`config.mk`:
```
export PLATFORM = sky130hd
export DESIGN_NAME = clock_set_ctrl
export DESIGN_NICKNAME = d
export VERILOG_FILES = /design/src/rtl/clock_pkg.sv /design/src/rtl/clock_blink_gen.sv /design/src/rtl/clock_set_ctrl.sv
export SDC_FILE = /design/constraint.sdc
export NUM_CORES = 1
export LEC_CHECK = 0
export CAP_MARGIN = 20
export CORE_MARGIN = 3
export CORE_UTILIZATION = 44
export CTS_CLUSTER_DIAMETER = 150
export DETAILED_ROUTE_END_ITERATION = 6
export PLACE_DENSITY = 0.79
export REMOVE_ABC_BUFFERS = 1
export SLEW_MARGIN = 20
export SYNTH_ARGS = -nofsm -noshare
export SYNTH_HDL_FRONTEND = slang
export SYNTH_HIERARCHICAL = 1
export SYNTH_SLANG_ARGS = --single-unit
```
`constraint.sdc`:
```
create_clock -name clk -period 1.65 [get_ports clk]
set_clock_uncertainty 0.1 [all_clocks]
set_input_delay 0.2475 -clock clk [delete_from_list [all_inputs] [get_ports clk]]
set_output_delay 0.2475 -clock clk [all_outputs]
set_load 0.005 [all_outputs]
```
`src/rtl/clock_pkg.sv`:
```
// clock_pkg: shared mode encoding for the clock set controller
package clock_pkg;
    typedef enum logic [1:0] {
        MODE_RUN      = 2'd0,
        MODE_SET_HOUR = 2'd1,
        MODE_SET_MIN  = 2'd2
    } clk_mode_t;
endpackage

```
`src/rtl/clock_blink_gen.sv`:
```
// clock_blink_gen: divides tick_fast into a blink phase that toggles every BLINK_TICKS pulses
module clock_blink_gen #(
    parameter int BLINK_TICKS = 5
) (
    input  logic clk,
    input  logic rst,
    input  logic clr,
    input  logic en,
    input  logic tick_fast,
    output logic phase
);
    localparam int BW = BLINK_TICKS > 1 ? $clog2(BLINK_TICKS) : 1;
    logic [BW-1:0] cnt;
    logic          wrap;
    assign wrap = cnt == BW'(BLINK_TICKS - 1);
    always_ff @(posedge clk or negedge rst) begin
        if (!rst) begin
            cnt   <= '0;
            phase <= 1'b0;
        end else if (clr) begin
            cnt   <= '0;
            phase <= 1'b0;
        end else if (en && tick_fast) begin
            cnt   <= wrap ? '0 : cnt + BW'(1);
            phase <= wrap ? ~phase : phase;
        end
    end
endmodule

```
`src/rtl/clock_set_ctrl.sv`:
```
// clock_set_ctrl: run/set mode sequencer routing ticks, carries and button increments to the time counters
module clock_set_ctrl
    import clock_pkg::*;
#(
    parameter int BLINK_TICKS = 5,
    parameter int TIMEOUT_S   = 30
) (
    input  logic       clk,
    input  logic       rst,
    input  logic       tick_1hz,
    input  logic       tick_fast,
    input  logic       sec_rollover,
    input  logic       min_rollover,
    input  logic       btn_mode,
    input  logic       btn_inc,
    output logic       sec_inc,
    output logic       min_inc,
    output logic       hour_inc,
    output logic       sec_clr,
    output logic [1:0] mode,
    output logic       blink_hours,
    output logic       blink_min
);
    localparam int TW = $clog2(TIMEOUT_S + 1);
    clk_mode_t     state;
    logic [TW-1:0] tcnt;
    logic          in_set, timeout, chg, phase, inc;
    assign in_set  = state != MODE_RUN;
    assign inc     = btn_inc && !btn_mode;
    // button activity in the same cycle restarts the idle count instead of expiring it
    assign timeout = in_set && !btn_mode && !btn_inc && tick_1hz && tcnt == TW'(TIMEOUT_S - 1);
    assign chg     = btn_mode || timeout;
    always_ff @(posedge clk or negedge rst) begin
        if (!rst) begin
            state    <= MODE_RUN;
            tcnt     <= '0;
            sec_inc  <= 1'b0;
            min_inc  <= 1'b0;
            hour_inc <= 1'b0;
            sec_clr  <= 1'b0;
        end else begin
            sec_inc  <= state == MODE_RUN && tick_1hz;
            min_inc  <= state == MODE_RUN ? sec_rollover : state == MODE_SET_MIN && inc;
            hour_inc <= state == MODE_RUN ? min_rollover : state == MODE_SET_HOUR && inc;
            sec_clr  <= (btn_mode && state == MODE_SET_MIN) || timeout;
            state    <= timeout   ? MODE_RUN :
                        !btn_mode ? state :
                        state == MODE_RUN      ? MODE_SET_HOUR :
                        state == MODE_SET_HOUR ? MODE_SET_MIN : MODE_RUN;
            tcnt     <= (!in_set || chg || btn_inc) ? '0 : tcnt + TW'(tick_1hz);
        end
    end
    clock_blink_gen #(.BLINK_TICKS(BLINK_TICKS)) u_blink (
        .clk       (clk),
        .rst       (rst),
        .clr       (chg),
        .en        (in_set),
        .tick_fast (tick_fast),
        .phase     (phase)
    );
    assign mode        = state;
    assign blink_hours = phase && state == MODE_SET_HOUR;
    assign blink_min   = phase && state == MODE_SET_MIN;
endmodule

```
==> flow_summary.ini <==
[drt]
dr.max_layer_used = met4
wl_per_cell_um = 14.0
ant_nets = 0
drt-pass1-iter-count = 5
drtIter0Drc = 19
wl_met1_um = 754
drt-total-wl_mm = 1.98
viasPerCell = 5.13
wl_met2_mm = 1.12
wl_met3_um = 79
num_vias = 724
drc = 0

[grt]
grt-ovfl-total = 0
grt_antenna_before_repair = 0
grt_pass1_wl_mm = 3.04
grt_start_max_net_pins = 16
grtUsageTotal_pct = 19.3
grt_pass1_vias = 711

[clock_network]
cts_max_path_buffers = 2
insertion_delay_ns = 0.28
postCtsHoldBufs = 0
cts_tree = done
htreeDepth = 1
cts_num_sinks = 15
cts_made_buffers = 3
cts-root-buf = clkbuf_4
clkTransAtPathRegs_ns = 0.09

[floorplanning]
die_y_um = 48.2
core_area_um2 = 1590
row_count = 14
die_area_um2 = 2320
top_level_ports = 16
start_util_pct = 49.1
die_x_um = 48.2

[placement]
gp_congestion = 0.744
io_buffers = 15
post-dp-hpwl_mm = 1.25
dp_cells = 128
pre_cts_ws_ns = -0.351
placed_area_um2 = 1040

[synthesis]
synth_commonest_cells = dfrtp_1 (15), nor2_1 (11), inv_1 (6), nand2_1 (6), ha_1 (4)
synthArstFlopShare_pct = 100
netlist.area_leader.share_pct = 48.0
ys_seq_area_share_pct = 48.0
synth_cells = 78
yosysMostFrequentCell = dfrtp_1
synth.area.top_cells = dfrtp_1 (48%), ha_1 (6.4%), nor2_1 (5.3%), inv_1 (2.9%), nand2_1 (2.9%)
synth_warnings = 6
yosysTopAreaCell = dfrtp_1
postSynthAreaPerCell_um2 = 10.0
ys_seq_elements = 15
synth_area_um2 = 782
synth_flop_cell = dfrtp_1
synth-edff-count = 0
synth.distinct_cells = 32

[setup_path]
crit_path_cell_trace = nand4b_1 > nor4_4 > or2_4 > buf_4 > nor2_1 > a32o_1
timing_worst_setup_path_type = flop to flop
r2r_setup_slack_ns = -0.10
crit_end = u_blink/cnt[2]
required_ns = 1.73
arrival_ns = 1.83
timing.rr.start = tcnt[1]
cp_max_fo = 4
cp-start-kind = flop
end_kind = flop
slowest_stage = dfrtp_1
rr_worst_depth = 6
cp-startpoint = tcnt[1]
cpPeakStageDelay_ns = 0.39
timing.rr.end = u_blink/cnt[2]

[power_and_ir_drop]
switching_share_pct = 30.8
clkPwrFrac_pct = 19.2
irDropWorstVdd_mv = 0.551
power.density_nw_per_um2 = 912
p_seq_share_pct = 42.0
p_int_uw = 740
power_uw = 1070
combPwrFrac_pct = 38.8
leakage_uw = 0.000568
p_sw_uw = 330

[cells_and_area]
drive_gt1_share_pct = 29.9
fin_area_um2 = 1170
syn2layout_area_growth_pct = 49.9
antenna_cells = 0
fin_cells = 141
nets = 130

[run_status]
violations = negative setup slack
outcome = finished, violations left

[sta]
finalCriticalPeriod_ns = 1.75
hold_viol = 0
rsz0062_at_grt = yes
period_share_pct = 106
tightest_slew_ns = 0.244
fmax_mhz = 570
drv_slew = 0
setup_ws_ns = -0.104
slew_headroom_pct = 83.6
fin_hold_ws_ns = 0.170
setup_viol = 3

[run]
drv_cap = 0

[hold_path]
hold_class = input port to asynchronous set/reset pin
area by class of cell:
| class | count | area (µm²) |
|---|---|---|
| clock buffer | 4 | 26.3 |
| fill | 112 | 422 |
| inverter | 6 | 22.5 |
| multi-input combinational | 55 | 395 |
| sequential | 15 | 375 |
| tap | 24 | 30.0 |
| timing repair buffer | 37 | 323 |
through the flow:
step	setup TNS [ns]	utilization (%)
floorplan	-0.0121	-
global placement	-1.05	65.5
detailed placement	-1.26	65.5
CTS	-0.0592	70.1
global route	-0.703	73.5
finish	-0.239	73.5
critical path: cells and delay by family (launching register included):
kind	cells	cell delay (ns)
AO/OA/AOI/OAI	1	0.25
buffers and inverters	1	0.12
flip-flops	1	0.39
AND/OR/NAND/NOR	4	0.79
state kept, by name (all words and copies together) (netlist names):
signal	count
tcnt	5
u_blink/cnt	3
mode	2
hour_inc	1
min_inc	1
sec_clr	1
sec_inc	1
u_blink/phase	1
power groups by stage:
stage | Sequential, µW | Combinational [µW] | Clock [µW]
2_1_floorplan | 467 | 130 | 0
3_3_place_gp | 448 | 332 | 0
3_5_place_dp | 451 | 343 | 0
4_1_cts | 442 | 363 | 217
5_1_grt | 455 | 453 | 226
6_report | 449 | 415 | 205
kinds of logic after synthesis:
kind of cell,Yosys count,synth area share (%)
AND/OR/NAND/NOR,35,24.2
buffers and inverters,8,4.96
flip-flops,15,48.0
AO/OA/AOI/OAI,11,10.2
adder cells (fa/ha/maj),4,6.40
XOR/XNOR,3,3.36
multiplexers,2,2.88
cells in the final DEF, fill, tap and decap left out, types with 3 or more instances in the layout:
cell type	synthesis	final
nand3_1	3	3
a21oi_1	3	3
inv_1	6	6
ha_1	4	4
nand2_1	6	6
dlygate4sd2_1	0	4
dfrtp_1	15	15
buf_4	0	18
clkbuf_4	0	3
buf_6	1	4
nor2_1	11	9
clkdlybuf4s50_1	0	9
metal layers:
| metal | vias to the layer above | track usage [%] |
|---|---|---|
| met1 | 352 | 21.1 |
| li1 | 345 | - |
| met2 | 25 | 35.7 |
| met5 | - | 0 |
| met4 | 0 | 5.38 |
| met3 | 2 | 5.54 |
worst min path at each step:
stage | startpoint | end | depth (start not counted)
2_1_floorplan | rst | hour_inc | 0
3_3_place_gp | tcnt[4] | tcnt[4] | 2
3_5_place_dp | tcnt[4] | tcnt[4] | 2
4_1_cts | rst | mode[0] | 2
5_1_grt | rst | tcnt[4] | 2
6_report | rst | mode[0] | 2
repair_timing:
item / CTS / global route
endpoints found under the setup margin: 6 / 5
setup buffers: 6 / 3
pin swaps: 4 / 4
resized for setup: 8 / 11
hold endpoints to repair: 0 / 0
gates cloned: 0 / 0
Note: power is estimated with default switching activity, not from simulation.
